==> src/rtl/mem_stage_ctrl_pkg.sv <==
// Shared types and defaults for the memory-stage controller.
package mem_stage_ctrl_pkg;

  localparam int DATA_W_DEF = 16;
  localparam int ADDR_W_DEF = 16;
  localparam int CTR_W      = 4;

  typedef enum logic [1:0] {
    ST_IDLE  = 2'b00,
    ST_ISSUE = 2'b01,
    ST_WAIT  = 2'b10,
    ST_DONE  = 2'b11
  } state_t;

endpackage

==> src/rtl/dff.sv <==
// Generic register cell with asynchronous active-low clear to zero.
module dff #(
  parameter int W = 1
) (
  input  logic         clk,
  input  logic         rst_n,
  input  logic [W-1:0] d_i,
  output logic [W-1:0] q_o
);

  // Plain storage: zero on reset, otherwise follow d_i every rising edge.
  always_ff @(posedge clk or negedge rst_n) begin
    if (!rst_n) q_o <= '0;
    else        q_o <= d_i;
  end

endmodule

==> src/rtl/mem_timeout_ctr.sv <==
// Counts WAIT cycles and flags the increment that would reach TIMEOUT.
module mem_timeout_ctr
  import mem_stage_ctrl_pkg::*;
#(
  parameter int TIMEOUT = 15
) (
  input  logic clk,
  input  logic rst_n,
  input  logic clr_i,
  input  logic en_i,
  output logic expired_o
);

  logic [CTR_W-1:0] cnt_q, cnt_d;

  // Clear has priority over counting so every new wait starts from zero.
  always_comb begin
    cnt_d = cnt_q;
    if (clr_i)     cnt_d = '0;
    else if (en_i) cnt_d = cnt_q + 1'b1;
  end

  // Counter register.
  always_ff @(posedge clk or negedge rst_n) begin
    if (!rst_n) cnt_q <= '0;
    else        cnt_q <= cnt_d;
  end

  assign expired_o = en_i & ~clr_i & (cnt_q == CTR_W'(TIMEOUT - 1));

endmodule

==> src/rtl/mem_stage_ctrl.sv <==
// Memory-stage controller: turns an EX_MEM load/store into a single-strobe
// handshake with a multi-cycle data memory and stalls the pipeline meanwhile.
module mem_stage_ctrl
  import mem_stage_ctrl_pkg::*;
#(
  parameter int DATA_W  = DATA_W_DEF,
  parameter int ADDR_W  = ADDR_W_DEF,
  parameter int TIMEOUT = 15
) (
  input  logic              clk,
  input  logic              rst,
  input  logic              mem_read_en,
  input  logic              mem_write_en,
  input  logic [ADDR_W-1:0] addr_in,
  input  logic [DATA_W-1:0] wdata_in,
  input  logic [DATA_W-1:0] mem_rdata,
  input  logic              mem_busy,
  input  logic              mem_done,
  output logic              mem_rd,
  output logic              mem_wr,
  output logic [ADDR_W-1:0] mem_addr,
  output logic [DATA_W-1:0] mem_wdata,
  output logic [DATA_W-1:0] MemRead_out,
  output logic              stall_out,
  output logic              err_out
);

  state_t            state_q, state_d;
  logic [1:0]        stateRaw_q;
  logic [ADDR_W-1:0] addr_q, addr_d;
  logic [DATA_W-1:0] wdata_q, wdata_d;
  logic [DATA_W-1:0] rdata_q, rdata_d;
  logic              isRead_q, isRead_d;
  logic              err_q, err_d;

  logic req, bad, accept;
  logic ctrClr, ctrEn, expired;
  logic stallC;

  assign req    = mem_read_en | mem_write_en;
  assign bad    = req & (addr_in[0] | (mem_read_en & mem_write_en));
  assign accept = req & ~bad & ~err_q;

  dff #(.W(2))      uState  (.clk(clk), .rst_n(rst), .d_i(state_d),  .q_o(stateRaw_q));
  dff #(.W(ADDR_W)) uAddr   (.clk(clk), .rst_n(rst), .d_i(addr_d),   .q_o(addr_q));
  dff #(.W(DATA_W)) uWdata  (.clk(clk), .rst_n(rst), .d_i(wdata_d),  .q_o(wdata_q));
  dff #(.W(DATA_W)) uRdata  (.clk(clk), .rst_n(rst), .d_i(rdata_d),  .q_o(rdata_q));
  dff #(.W(1))      uIsRead (.clk(clk), .rst_n(rst), .d_i(isRead_d), .q_o(isRead_q));
  dff #(.W(1))      uErr    (.clk(clk), .rst_n(rst), .d_i(err_d),    .q_o(err_q));

  assign state_q = state_t'(stateRaw_q);

  // The counter only runs while waiting; any other state resets it.
  assign ctrClr = (state_q != ST_WAIT);

  mem_timeout_ctr #(.TIMEOUT(TIMEOUT)) uTimeout (
    .clk       (clk),
    .rst_n     (rst),
    .clr_i     (ctrClr),
    .en_i      (ctrEn),
    .expired_o (expired)
  );

  // Next-state, strobe and stall decode for the access handshake.
  always_comb begin
    state_d  = state_q;
    addr_d   = addr_q;
    wdata_d  = wdata_q;
    rdata_d  = rdata_q;
    isRead_d = isRead_q;
    err_d    = err_q;
    mem_rd   = 1'b0;
    mem_wr   = 1'b0;
    stallC   = 1'b0;
    ctrEn    = 1'b0;
    case (state_q)
      ST_IDLE: begin
        if (bad) begin
          err_d = 1'b1;
        end else if (accept) begin
          addr_d   = addr_in;
          wdata_d  = wdata_in;
          isRead_d = mem_read_en;
          stallC   = 1'b1;
          state_d  = ST_ISSUE;
        end
      end
      ST_ISSUE: begin
        stallC = 1'b1;
        if (!mem_busy) begin
          mem_rd  = isRead_q;
          mem_wr  = ~isRead_q;
          state_d = ST_WAIT;
        end
      end
      ST_WAIT: begin
        stallC = 1'b1;
        if (mem_done) begin
          if (isRead_q) rdata_d = mem_rdata;
          state_d = ST_DONE;
        end else begin
          ctrEn = 1'b1;
          if (expired) begin
            err_d   = 1'b1;
            state_d = ST_IDLE;
          end
        end
      end
      ST_DONE: begin
        state_d = ST_IDLE;
      end
      default: begin
        state_d = ST_IDLE;
      end
    endcase
  end

  // Stall follows the request combinationally but is forced low while in reset.
  assign stall_out   = rst & stallC;
  assign mem_addr    = addr_q;
  assign mem_wdata   = wdata_q;
  assign MemRead_out = rdata_q;
  assign err_out     = err_q;

endmodule

==> config.mk <==
export PLATFORM = sky130hd
export DESIGN_NAME = mem_stage_ctrl
export DESIGN_NICKNAME = d
export VERILOG_FILES = /design/src/rtl/mem_stage_ctrl_pkg.sv /design/src/rtl/dff.sv /design/src/rtl/mem_timeout_ctr.sv /design/src/rtl/mem_stage_ctrl.sv
export SDC_FILE = /design/constraint.sdc
export NUM_CORES = 1
export LEC_CHECK = 0
export CORE_ASPECT_RATIO = 0.7
export CORE_MARGIN = 5
export CORE_UTILIZATION = 47
export CTS_BUF_LIST = sky130_fd_sc_hd__clkbuf_8
export CTS_CLUSTER_DIAMETER = 60
export CTS_CLUSTER_SIZE = 20
export DETAILED_ROUTE_END_ITERATION = 7
export PLACE_DENSITY = 0.88
export SYNTH_ARGS = -nofsm -noshare
export SYNTH_HDL_FRONTEND = slang
export SYNTH_HIERARCHICAL = 1
export SYNTH_SLANG_ARGS = --single-unit
export TNS_END_PERCENT = 1
==> constraint.sdc <==
create_clock -name clk -period 3.03 [get_ports clk]
set_input_delay 0.7575 -clock clk [delete_from_list [all_inputs] [get_ports clk]]
set_output_delay 0.7575 -clock clk [all_outputs]
set_load 0.05 [all_outputs]
==> impl_metrics.env <==
export IMPL_globalRouteOverflowTotal=0
export IMPL_diodes=0
export IMPL_drt_drc_violations_left=0
export IMPL_detailroute_via_count=1609
export IMPL_timing_setup_critical_path_class="in2out"
export IMPL_mostFrequentLayoutCells="101 x clkdlybuf4s50_1, 56 x dfrtp_1, 27 x mux2_4"
export IMPL_cts_resized_gates=0
export IMPL_placementRows=21
export IMPL_report_final_hold_viol_count=0
export IMPL_start_util=0.494
export IMPL_hold_start="uAddr/q_o[0]"
export IMPL_setup_violations=0
export IMPL_crit_required_ns=2.27
export IMPL_worstPathCellList="clkdlybuf4s50_1 -> xor2_1 -> nand3_4 -> a21oi_1 -> buf_12"
export IMPL_port_buffers=105
export IMPL_hold_class="reg2reg"
export IMPL_maxCapViolations=0
export IMPL_timing_critical_path_from_type="primary input"
export IMPL_die_height_um=70.0
export IMPL_clock_latency_on_the_worst_skew_pair_ns=0.30
export IMPL_wl_mm=5.67
export IMPL_post_cts_setup_buffers=0
export IMPL_cts_hold_buffers=0
export IMPL_cts_path_max_buffers=2
export IMPL_reg2regPathDepth=5
export IMPL_post_route_cells_drive_above_1_share=0.251
export IMPL_r2r_start="uState/q_o[0]"
export IMPL_h_tree_depth=2
export IMPL_dieArea_um2=6700
export IMPL_final_common_cell="clkdlybuf4s50_1"
export IMPL_die_width_um=95.7
export IMPL_synth_sequential_area_ratio=0.580
export IMPL_cp_num_buf_inv=2
export IMPL_slew_headroom=0.543
export IMPL_syn_avg_cell_area_um2=15.7
export IMPL_path_max_fanout=3
export IMPL_static_leakage_power_nw=1.71
export IMPL_cpLargestDelayFamily="buffers and inverters"
export IMPL_cp_data_arrival_time_ns=2.06
export IMPL_cells_after_synthesis=154
export IMPL_run_status="complete, no violations"
export IMPL_critical_path_max_stage_delay_ns=0.53
export IMPL_avgViaCountPerCell=4.79
export IMPL_timing_worst_slew_pin_value_ns=0.685
export IMPL_synth_ff_latch_count=56
export IMPL_final_min_period_over_clock_period=0.931
export IMPL_final_setup_worst_slack_ns=0.208
export IMPL_globalRouteTotalUtil=0.162
export IMPL_grt_pass1_wl_mm=8.38
export IMPL_grt_setup_unrepaired="no"
export IMPL_grt_pass1_vias=1674
export IMPL_synthToLayoutAreaGrowth_pct=52.4
export IMPL_max_vdd_ir_drop_v=0.000624
export IMPL_synthesis_area_um2=2420
export IMPL_synth_cell_type_count=29
export IMPL_gp_congestion=0.716
export IMPL_clock_sinks=56
export IMPL_initial_antenna_violation_count=0
export IMPL_number_of_top_level_pins=106
export IMPL_crit_cells=5
export IMPL_cts_root_buf="clkbuf_8"
export IMPL_cts_tree="built"
export IMPL_powerDensity_nw_per_um2=1060
export IMPL_pin_count_of_the_biggest_net_entering_global_routing=57
export IMPL_final_net_count=326
export IMPL_end_kind="primary output"
export IMPL_place_worst_setup_slack_ns=0.199
export IMPL_yosys_warnings=6
export IMPL_firstDrtPassIters=4
export IMPL_cp_slowest_cell="clkdlybuf4s50_1"
export IMPL_post_drt_wl_per_cell_um=16.9
export IMPL_report_final_slew_viol_count=0
export IMPL_totalNegativeSetupSlack_ns=0
export IMPL_fin_worst_skew_ns=0.00845
export IMPL_fmax_ghz=0.354
export IMPL_worstSetupStartpoint="mem_read_en"
export IMPL_clk_pin_slew_worst_paths_ns=0.10
export IMPL_post_route_min_period_ns=2.82
export IMPL_core_area_um2=4890
export IMPL_dp_hpwl_mm=4.33
export IMPL_detailedRoute_firstIterationViolations=36
export IMPL_number_of_buffers_added_by_the_clock_tree_synthesis_step=5
export IMPL_whs_path_depth=1
export IMPL_mappedNetlistNets=214
export IMPL_drtAntennaViolNets=0
[synth_stat cells (all sizes together)]
master   n  area (um2)
dfrtp   56        1400
mux2    49         653
ha       6        75.1
inv      6        22.5
a21oi    5        25.0
nor2     5        18.8
buf      4        38.8
nor2b    3        18.8
nand2b   2        12.5
nand3    2        22.5
a21bo    1        10.0
a21boi   1        7.51
a221o    1        10.0
and2     1        6.26
and3b    1        8.76
and4     1        8.76
maj3     1        10.0
nand3b   1        7.51
nand4    1        6.26
nor3b    1        7.51
o21ai    1        5.00
o221ai   1        8.76
o22ai    1        6.26
or2b     1        7.51
xnor2    1        8.76
xor2     1        8.76
[worst paths after layout]
check | to | slack [ns]
worst max-delay path | stall_out | 0.21
worst max register to register | uAddr/q_o[13] | 1.10
worst min register to register | uAddr/q_o[0] | 0.50
min in group asynchronous | uState/q_o[0] | 0.58
worst min-delay path | uAddr/q_o[0] | 0.50
max in group asynchronous | uWdata/q_o[11] | 1.98
[stage by stage]
stage	area (um2)	utilization	std cells	hold WS, ns	power (mW)
after CTS	3680	0.753	336	0.508	3.93
after global routing	3680	0.753	336	0.525	4.06
after global placement	3570	0.730	328	0.468	3.39
after detailed placement	3570	0.730	328	0.481	3.45
final	3680	0.753	336	0.503	3.90
after floorplan	2420	-	154	0.462	2.63
[power by group]
group          internal, mW  leakage [nW]  switching (mW)  total (mW)
Sequential             1.03         0.720           0.180        1.21
Clock                 0.245        0.0541           0.234       0.479
Combinational         0.875         0.932            1.33        2.21
[registers in the layout (all words and copies together) (netlist names)]
| register | flops |
|---|---|
| uWdata/q_o | 16 |
| uState/q_o | 2 |
| uErr/q_o | 1 |
| uIsRead/q_o | 1 |
| uRdata/q_o | 16 |
| uTimeout/cnt_q | 4 |
| uAddr/q_o | 16 |
[layer usage]
metal,routed length (um),vias up,global-route usage,share of wire
met5,0,-,0,0
met4,53,0,0.0394,0.0093
met3,553,6,0.0579,0.097
met2,2620,84,0.260,0.46
met1,2440,761,0.209,0.43
li1,-,758,-,-
[worst reg2reg max path, stage by stage (launching register included)]
cell	delay [ns]
dfrtp_1	0.42
inv_1	0.10
ha_1	0.30
nand3_4	0.09
buf_4	0.47
mux2_2	0.42
[layout make-up]
class	instances	area [um2]
clock inverter	3	42.5
sequential	56	1400
timing repair buffer	109	1110
inverter	6	22.5
clock buffer	5	68.8
fill	339	1210
tap	69	86.3
multi-input combinational	88	953
[kinds of logic after synthesis]
| group | count (synthesis) | synth area share |
|---|---|---|
| flops | 56 | 0.580 |
| mux | 49 | 0.270 |
| simple gates | 19 | 0.0518 |
| compound gates | 11 | 0.0300 |
| buf+inv | 10 | 0.0254 |
| fa+ha+maj | 7 | 0.0352 |
| xor+xnor | 2 | 0.00725 |
(Power assumes the default switching activity.)
